==> src/rtl/gpu_pkg.sv <==
// Shared GPU definitions: opcodes, instruction layout, IMEM sizing and loader states.
// Building with LOADER_CHECKSUM_EN adds the CHECK state used by gpu_imem_loader.
package gpu_pkg;

   localparam int IMEM_DEPTH_DEFAULT = 64;
   localparam int INSTR_W_DEFAULT    = 32;

   localparam logic [5:0] OP_NOP    = 6'b000000;
   localparam logic [5:0] OP_VADD   = 6'b000001;
   localparam logic [5:0] OP_VLOAD  = 6'b100000;
   localparam logic [5:0] OP_VSTORE = 6'b100001;

   typedef struct packed {
      logic [5:0]  opcode;
      logic [2:0]  dest;
      logic [2:0]  src1;
      logic [2:0]  src2;
      logic        rsvd;
      logic [15:0] mask;
   } instr_t;

   typedef enum logic [2:0] {
      ST_IDLE   = 3'd0,
      ST_STREAM = 3'd1,
      ST_PAD    = 3'd2,
`ifdef LOADER_CHECKSUM_EN
      ST_CHECK  = 3'd3,
`endif
      ST_RUN    = 3'd4
   } loader_state_t;

   // A session must carry at least one word and must fit in IMEM.
   function automatic logic len_in_range(input int unsigned len, input int unsigned depth);
      return (len != 0) && (len <= depth);
   endfunction

endpackage

==> src/rtl/gpu_imem_loader.sv <==
// Streams host instruction words into IMEM from address 0, pads with NOPs, then releases
// GPU_Core from reset. Optional checksum stage enabled by LOADER_CHECKSUM_EN.
module gpu_imem_loader
   import gpu_pkg::*;
#(
   parameter int IMEM_DEPTH = IMEM_DEPTH_DEFAULT,
   parameter int INSTR_W    = INSTR_W_DEFAULT,
   parameter int ADDR_W     = $clog2(IMEM_DEPTH)
) (
   input  logic               clk,
   input  logic               rst,
   input  logic               load_start,
   input  logic [ADDR_W:0]    load_len,
   input  logic               s_valid,
   output logic               s_ready,
   input  logic [INSTR_W-1:0] s_data,
   output logic               imem_we,
   output logic [ADDR_W-1:0]  imem_waddr,
   output logic [INSTR_W-1:0] imem_wdata,
   output logic               core_rst_n,
   output logic               busy,
   output logic               done,
   output logic               err
);

   localparam logic [ADDR_W:0]   DEPTH_LEN = (ADDR_W + 1)'(IMEM_DEPTH);
   localparam logic [ADDR_W-1:0] LAST_ADDR = ADDR_W'(IMEM_DEPTH - 1);
`ifdef LOADER_CHECKSUM_EN
   localparam loader_state_t ST_BODY_DONE = ST_CHECK;
`else
   localparam loader_state_t ST_BODY_DONE = ST_RUN;
`endif

   // Handshake: a word transfers on a rising edge where s_valid && s_ready; s_ready
   // depends only on the registered state, never on s_valid.
   loader_state_t     state;
   logic [ADDR_W-1:0] addr;
   logic [ADDR_W:0]   len;
   logic [ADDR_W:0]   cnt;
   logic [ADDR_W:0]   cnt_nxt;
   logic              handshake;
   logic              start_ok;
`ifdef LOADER_CHECKSUM_EN
   logic [INSTR_W-1:0] csum;
`endif

`ifdef LOADER_CHECKSUM_EN
   assign s_ready = (state == ST_STREAM) || (state == ST_CHECK);
`else
   assign s_ready = (state == ST_STREAM);
`endif
   assign busy      = (state != ST_IDLE) && (state != ST_RUN);
   assign handshake = s_valid && s_ready;
   assign cnt_nxt   = cnt + 1'b1;
   assign start_ok  = len_in_range(32'(load_len), IMEM_DEPTH);

   always_ff @(posedge clk) begin
      if (rst) begin
         state      <= ST_IDLE;
         addr       <= '0;
         len        <= '0;
         cnt        <= '0;
         imem_we    <= 1'b0;
         imem_waddr <= '0;
         imem_wdata <= '0;
         core_rst_n <= 1'b0;
         done       <= 1'b0;
         err        <= 1'b0;
`ifdef LOADER_CHECKSUM_EN
         csum       <= '0;
`endif
      end else begin
         imem_we <= 1'b0;
         done    <= 1'b0;
         case (state)
            ST_IDLE, ST_RUN: begin
               // First RUN cycle coincides with the final write; release the core one cycle later.
               if (state == ST_RUN) begin
                  core_rst_n <= 1'b1;
                  done       <= !core_rst_n;
               end
               if (load_start) begin
                  core_rst_n <= 1'b0;
                  done       <= 1'b0;
                  if (start_ok) begin
                     err   <= 1'b0;
                     len   <= load_len;
                     addr  <= '0;
                     cnt   <= '0;
`ifdef LOADER_CHECKSUM_EN
                     csum  <= '0;
`endif
                     state <= ST_STREAM;
                  end else begin
                     err   <= 1'b1;
                     state <= ST_IDLE;
                  end
               end
            end

            ST_STREAM: begin
               if (handshake) begin
                  imem_we    <= 1'b1;
                  imem_waddr <= addr;
                  imem_wdata <= s_data;
                  cnt        <= cnt_nxt;
`ifdef LOADER_CHECKSUM_EN
                  csum       <= csum + s_data;
`endif
                  if (cnt_nxt == len) begin
                     // A full-depth program leaves addr parked on the last word.
                     if (len < DEPTH_LEN) begin
                        addr  <= addr + 1'b1;
                        state <= ST_PAD;
                     end else begin
                        state <= ST_BODY_DONE;
                     end
                  end else begin
                     addr <= addr + 1'b1;
                  end
               end
            end

            ST_PAD: begin
               imem_we    <= 1'b1;
               imem_waddr <= addr;
               imem_wdata <= '0;
               if (addr == LAST_ADDR) begin
                  state <= ST_BODY_DONE;
               end else begin
                  addr <= addr + 1'b1;
               end
            end

`ifdef LOADER_CHECKSUM_EN
            ST_CHECK: begin
               if (handshake) begin
                  if (s_data == csum) begin
                     state <= ST_RUN;
                  end else begin
                     err   <= 1'b1;
                     state <= ST_IDLE;
                  end
               end
            end
`endif

            default: begin
               state <= ST_IDLE;
            end
         endcase
      end
   end

endmodule

==> config.mk <==
export PLATFORM = sky130hd
export DESIGN_NAME = gpu_imem_loader
export DESIGN_NICKNAME = d
export VERILOG_FILES = /design/src/rtl/gpu_pkg.sv /design/src/rtl/gpu_imem_loader.sv
export SDC_FILE = /design/constraint.sdc
export NUM_CORES = 1
export LEC_CHECK = 0
export ABC_CLOCK_PERIOD_IN_PS = 2700
export CAP_MARGIN = 20
export CORE_MARGIN = 2
export CORE_UTILIZATION = 45
export CTS_BUF_LIST = sky130_fd_sc_hd__clkbuf_4 sky130_fd_sc_hd__clkbuf_8 sky130_fd_sc_hd__clkbuf_16
export CTS_CLUSTER_DIAMETER = 60
export DETAILED_ROUTE_END_ITERATION = 10
export HOLD_SLACK_MARGIN = 0.15
export PLACE_DENSITY_LB_ADDON = 0.1
export SYNTH_ARGS = -nofsm -noshare
export SYNTH_HDL_FRONTEND = slang
export SYNTH_SLANG_ARGS = --single-unit
==> constraint.sdc <==
create_clock -name clk -period 2.7 [get_ports clk]
set_clock_uncertainty 0.05 [all_clocks]
set_input_delay 0.27 -clock clk [delete_from_list [all_inputs] [get_ports clk]]
set_output_delay 0.27 -clock clk [all_outputs]
set_load 0.005 [all_outputs]
==> flow_summary.toml <==
[status]
outcome = "finished, final reports clean"

[hold_path]
whs_endpoint = "done"
hp-class = "reg2reg"
hold_start = "core_rst_n"
min_path_cells = 1

[sta]
drv_slew = 0
slew_headroom = 0.657
post-route-min-period_ns = 2.46
max_slew.worst_pin.slew_ns = 0.514
holdWs_ns = 0.410
finalCritPeriodShare = 0.911
finalSetupViolCount = 0
rsz0062_at_grt = "no"
fmax_mhz = 407
finalHoldViolCount = 0

[layout]
diodes = 0
final_nets = 412
drive_gt1_frac = 0.0997
syn2layout_area_growth_pct = 44.9
n_fill_cell = 464

[floorplan]
rows = 27
core_area_um2 = 5570
ios = 87
die_w_um = 80.5
fp.dieH_um = 80.5
start_util = 0.472
dieArea_um2 = 6470

[drt]
viasPerCell = 5.45
drc = 0
avgRoutedWirePerCell_um = 15.0
dr.pass1.iters = 4
ant_nets = 0
drtIter0Drc = 196
vias = 2415
wl_mm = 6.64

[cts]
clock-root-buffer = "clkbuf_8"
cts_resized = 0
clock_latency_ns = 0.35
cts.sinks = 65
holdBufCountCts = 0
h-tree-depth = 3
clk_pin_slew_ns = 0.07
cts_buffers = 9
cts_tree = "built"
postCtsSetupRepairBufs = 0
clockBufferDepth = 2

[place]
io_buffer_count = 86
gp_congestion = 0.826
dpl.hpwl_mm = 4.63

[synthesis]
syn_area_um2 = 2630
synth.distinct_cells = 47
syn-num-nets = 318
avgSynthCellArea_um2 = 9.63
synth_top_area_share = 0.495
ys_ff_latch = 65
yosys-top-cells-area = "dfxtp_1 49%, a22o_1 11%, a21oi_1 4.2%, nand2_1 3.0%, nor2_1 2.9%"
synth_top_area_cell = "dfxtp_1"
yosysSeqAreaShare = 0.495
netlist_instances = 273
synth_warnings = 0

[power_and_ir_drop]
pwr_density_cell_nw_per_um2 = 587
leakage_nw = 1.50
ir_drop_mv = 0.392
total_power_mw = 2.24

[global_routing]
grt_pass1_vias = 2319
grt_util_all_layers = 0.222
grt_pass1_wl_mm = 10.8
overflow = 0
grt_start_max_net_pins = 33
antenna_found_initial = 0

[critical_path]
crit_type = "reg2reg"
crit_path_cell_trace = "ha_1 > and4_1 > nand3_1 > a211oi_2 > o2111a_1 > nor2_1 > a221o_1"
critPathMaxFanout = 7
reg2reg_slack_ns = 0.24
crit_family = "compound AO/OA/AOI/OAI gates"
timing.rr.end = "addr[3]"
critPathMaxStageDelay_ns = 0.42
rr_worst_depth = 7
cp.arrival_ns = 2.65
critPathRequiredTime_ns = 2.89
crit_buf_inv = 0
regToRegStartpoint = "cnt[0]"
cp_slowest_cell = "dfxtp_1"
critPathCaptureType = "flop"
cp-start-kind = "flop"

[job]
cap_violations = 0
-- layer usage --
metal,wire [um],GRT usage,part of all wire
met3,699,0.112,0.11
met5,0,0,0
met2,2790,0.315,0.42
met1,2980,0.275,0.45
met4,173,0.110,0.026
-- worst max path at each step --
stage | startpoint | endpoint | cells past startpoint
after detailed placement | load_len[0] | addr[2] | 7
after global routing | cnt[0] | addr[2] | 7
final | cnt[0] | addr[3] | 7
after floorplan | load_len[0] | addr[4] | 6
after global placement | load_len[0] | addr[4] | 7
after CTS | cnt[0] | addr[2] | 7
-- per-stage QoR --
| step | cell area, um^2 | utilization | setup TNS [ns] | cells | setup slack (ns) |
|---|---|---|---|---|---|
| after floorplan | 2630 | - | 0 | 273 | 0.408 |
| final | 3810 | 0.684 | 0 | 443 | 0.241 |
| after CTS | 3810 | 0.683 | 0 | 443 | 0.146 |
| after global routing | 3810 | 0.684 | 0 | 443 | 0.0666 |
| after detailed placement | 3620 | 0.650 | -0.358 | 428 | -0.107 |
| after global placement | 3620 | 0.650 | -0.250 | 428 | -0.0823 |
-- logic make-up after synthesis --
family | count (synthesis) | share of synthesized area
AOI/OAI and AO/OA | 83 | 0.233
xor gates and xnor gates | 9 | 0.0352
adders and majority gates | 2 | 0.00951
buffers and inverters | 19 | 0.0281
DFF | 65 | 0.495
muxes | 7 | 0.0266
and+or+nand+nor | 88 | 0.173
-- cell type report --
| cell class | count | area, um^2 | area share |
|---|---|---|---|
| inverters | 4 | 15.0 | 0.00394 |
| multi-input cells | 189 | 1270 | 0.333 |
| flip-flops and latches | 65 | 1300 | 0.341 |
| well taps | 72 | 90.1 | 0.0236 |
| repair buffers | 98 | 951 | 0.250 |
| clock inverters | 6 | 60.1 | 0.0158 |
| clock buffers | 9 | 124 | 0.0325 |
-- synthesized netlist by cell type, drive strengths merged --
library cell  instances
dfxtp                65
a22o                 33
a21oi                22
nand2                21
nor2                 20
clkbuf               13
nand3                10
o21ai                 9
mux2i                 7
and2                  6
or3                   5
inv                   4
nor3                  4
nor4                  4
xnor2                 4
xor2                  4
a221o                 3
and3                  3
a211o                 2
a211oi                2
a21o                  2
buf                   2
ha                    2
nand3b                2
nor2b                 2
nor3b                 2
nor4b                 2
or2                   2
a2111o                1
a22oi                 1
a31oi                 1
a41o                  1
and4                  1
nand2b                1
nand4b                1
o2111a                1
o2111ai               1
o21a                  1
o221a                 1
o22ai                 1
o31a                  1
or3b                  1
or4                   1
xnor3                 1
-- state kept, by name, indices dropped and copies added (netlist names) --
register,flops
imem_waddr,6
cnt,7
err,1
imem_we,1
imem_wdata,32
addr,6
core_rst_n,1
state,3
done,1
len,7
-- layout by cell type (no fill, tap or decap), types with 2 or more instances in the layout --
cell / synthesis / layout
a211o_1: 2 / 2
a21o_1: 2 / 2
a21oi_1: 22 / 22
a221o_1: 3 / 3
a22o_1: 32 / 32
and2_1: 6 / 6
and3_1: 3 / 3
buf_4: 0 / 12
clkbuf_8: 0 / 9
clkdlybuf4s50_1: 0 / 86
clkinv_2: 0 / 3
clkinvlp_4: 0 / 2
dfxtp_1: 65 / 65
ha_1: 2 / 2
inv_1: 4 / 4
mux2i_1: 7 / 7
nand2_1: 21 / 21
nand3_1: 10 / 10
nand3b_1: 2 / 2
nor2_1: 20 / 20
nor2b_1: 2 / 2
nor3_1: 4 / 2
nor3_2: 0 / 2
nor3b_1: 2 / 2
nor4_1: 4 / 4
nor4b_1: 2 / 2
o21ai_0: 9 / 9
or3_1: 3 / 3
or3_2: 2 / 2
xnor2_1: 4 / 4
xor2_1: 4 / 4
-- where the power goes --
| group | switching, mW | internal (mW) |
|---|---|---|
| Sequential | 0.0375 | 1.01 |
| Clock | 0.374 | 0.415 |
| Combinational | 0.178 | 0.224 |
Note: power is estimated with default switching activity, not from simulation.
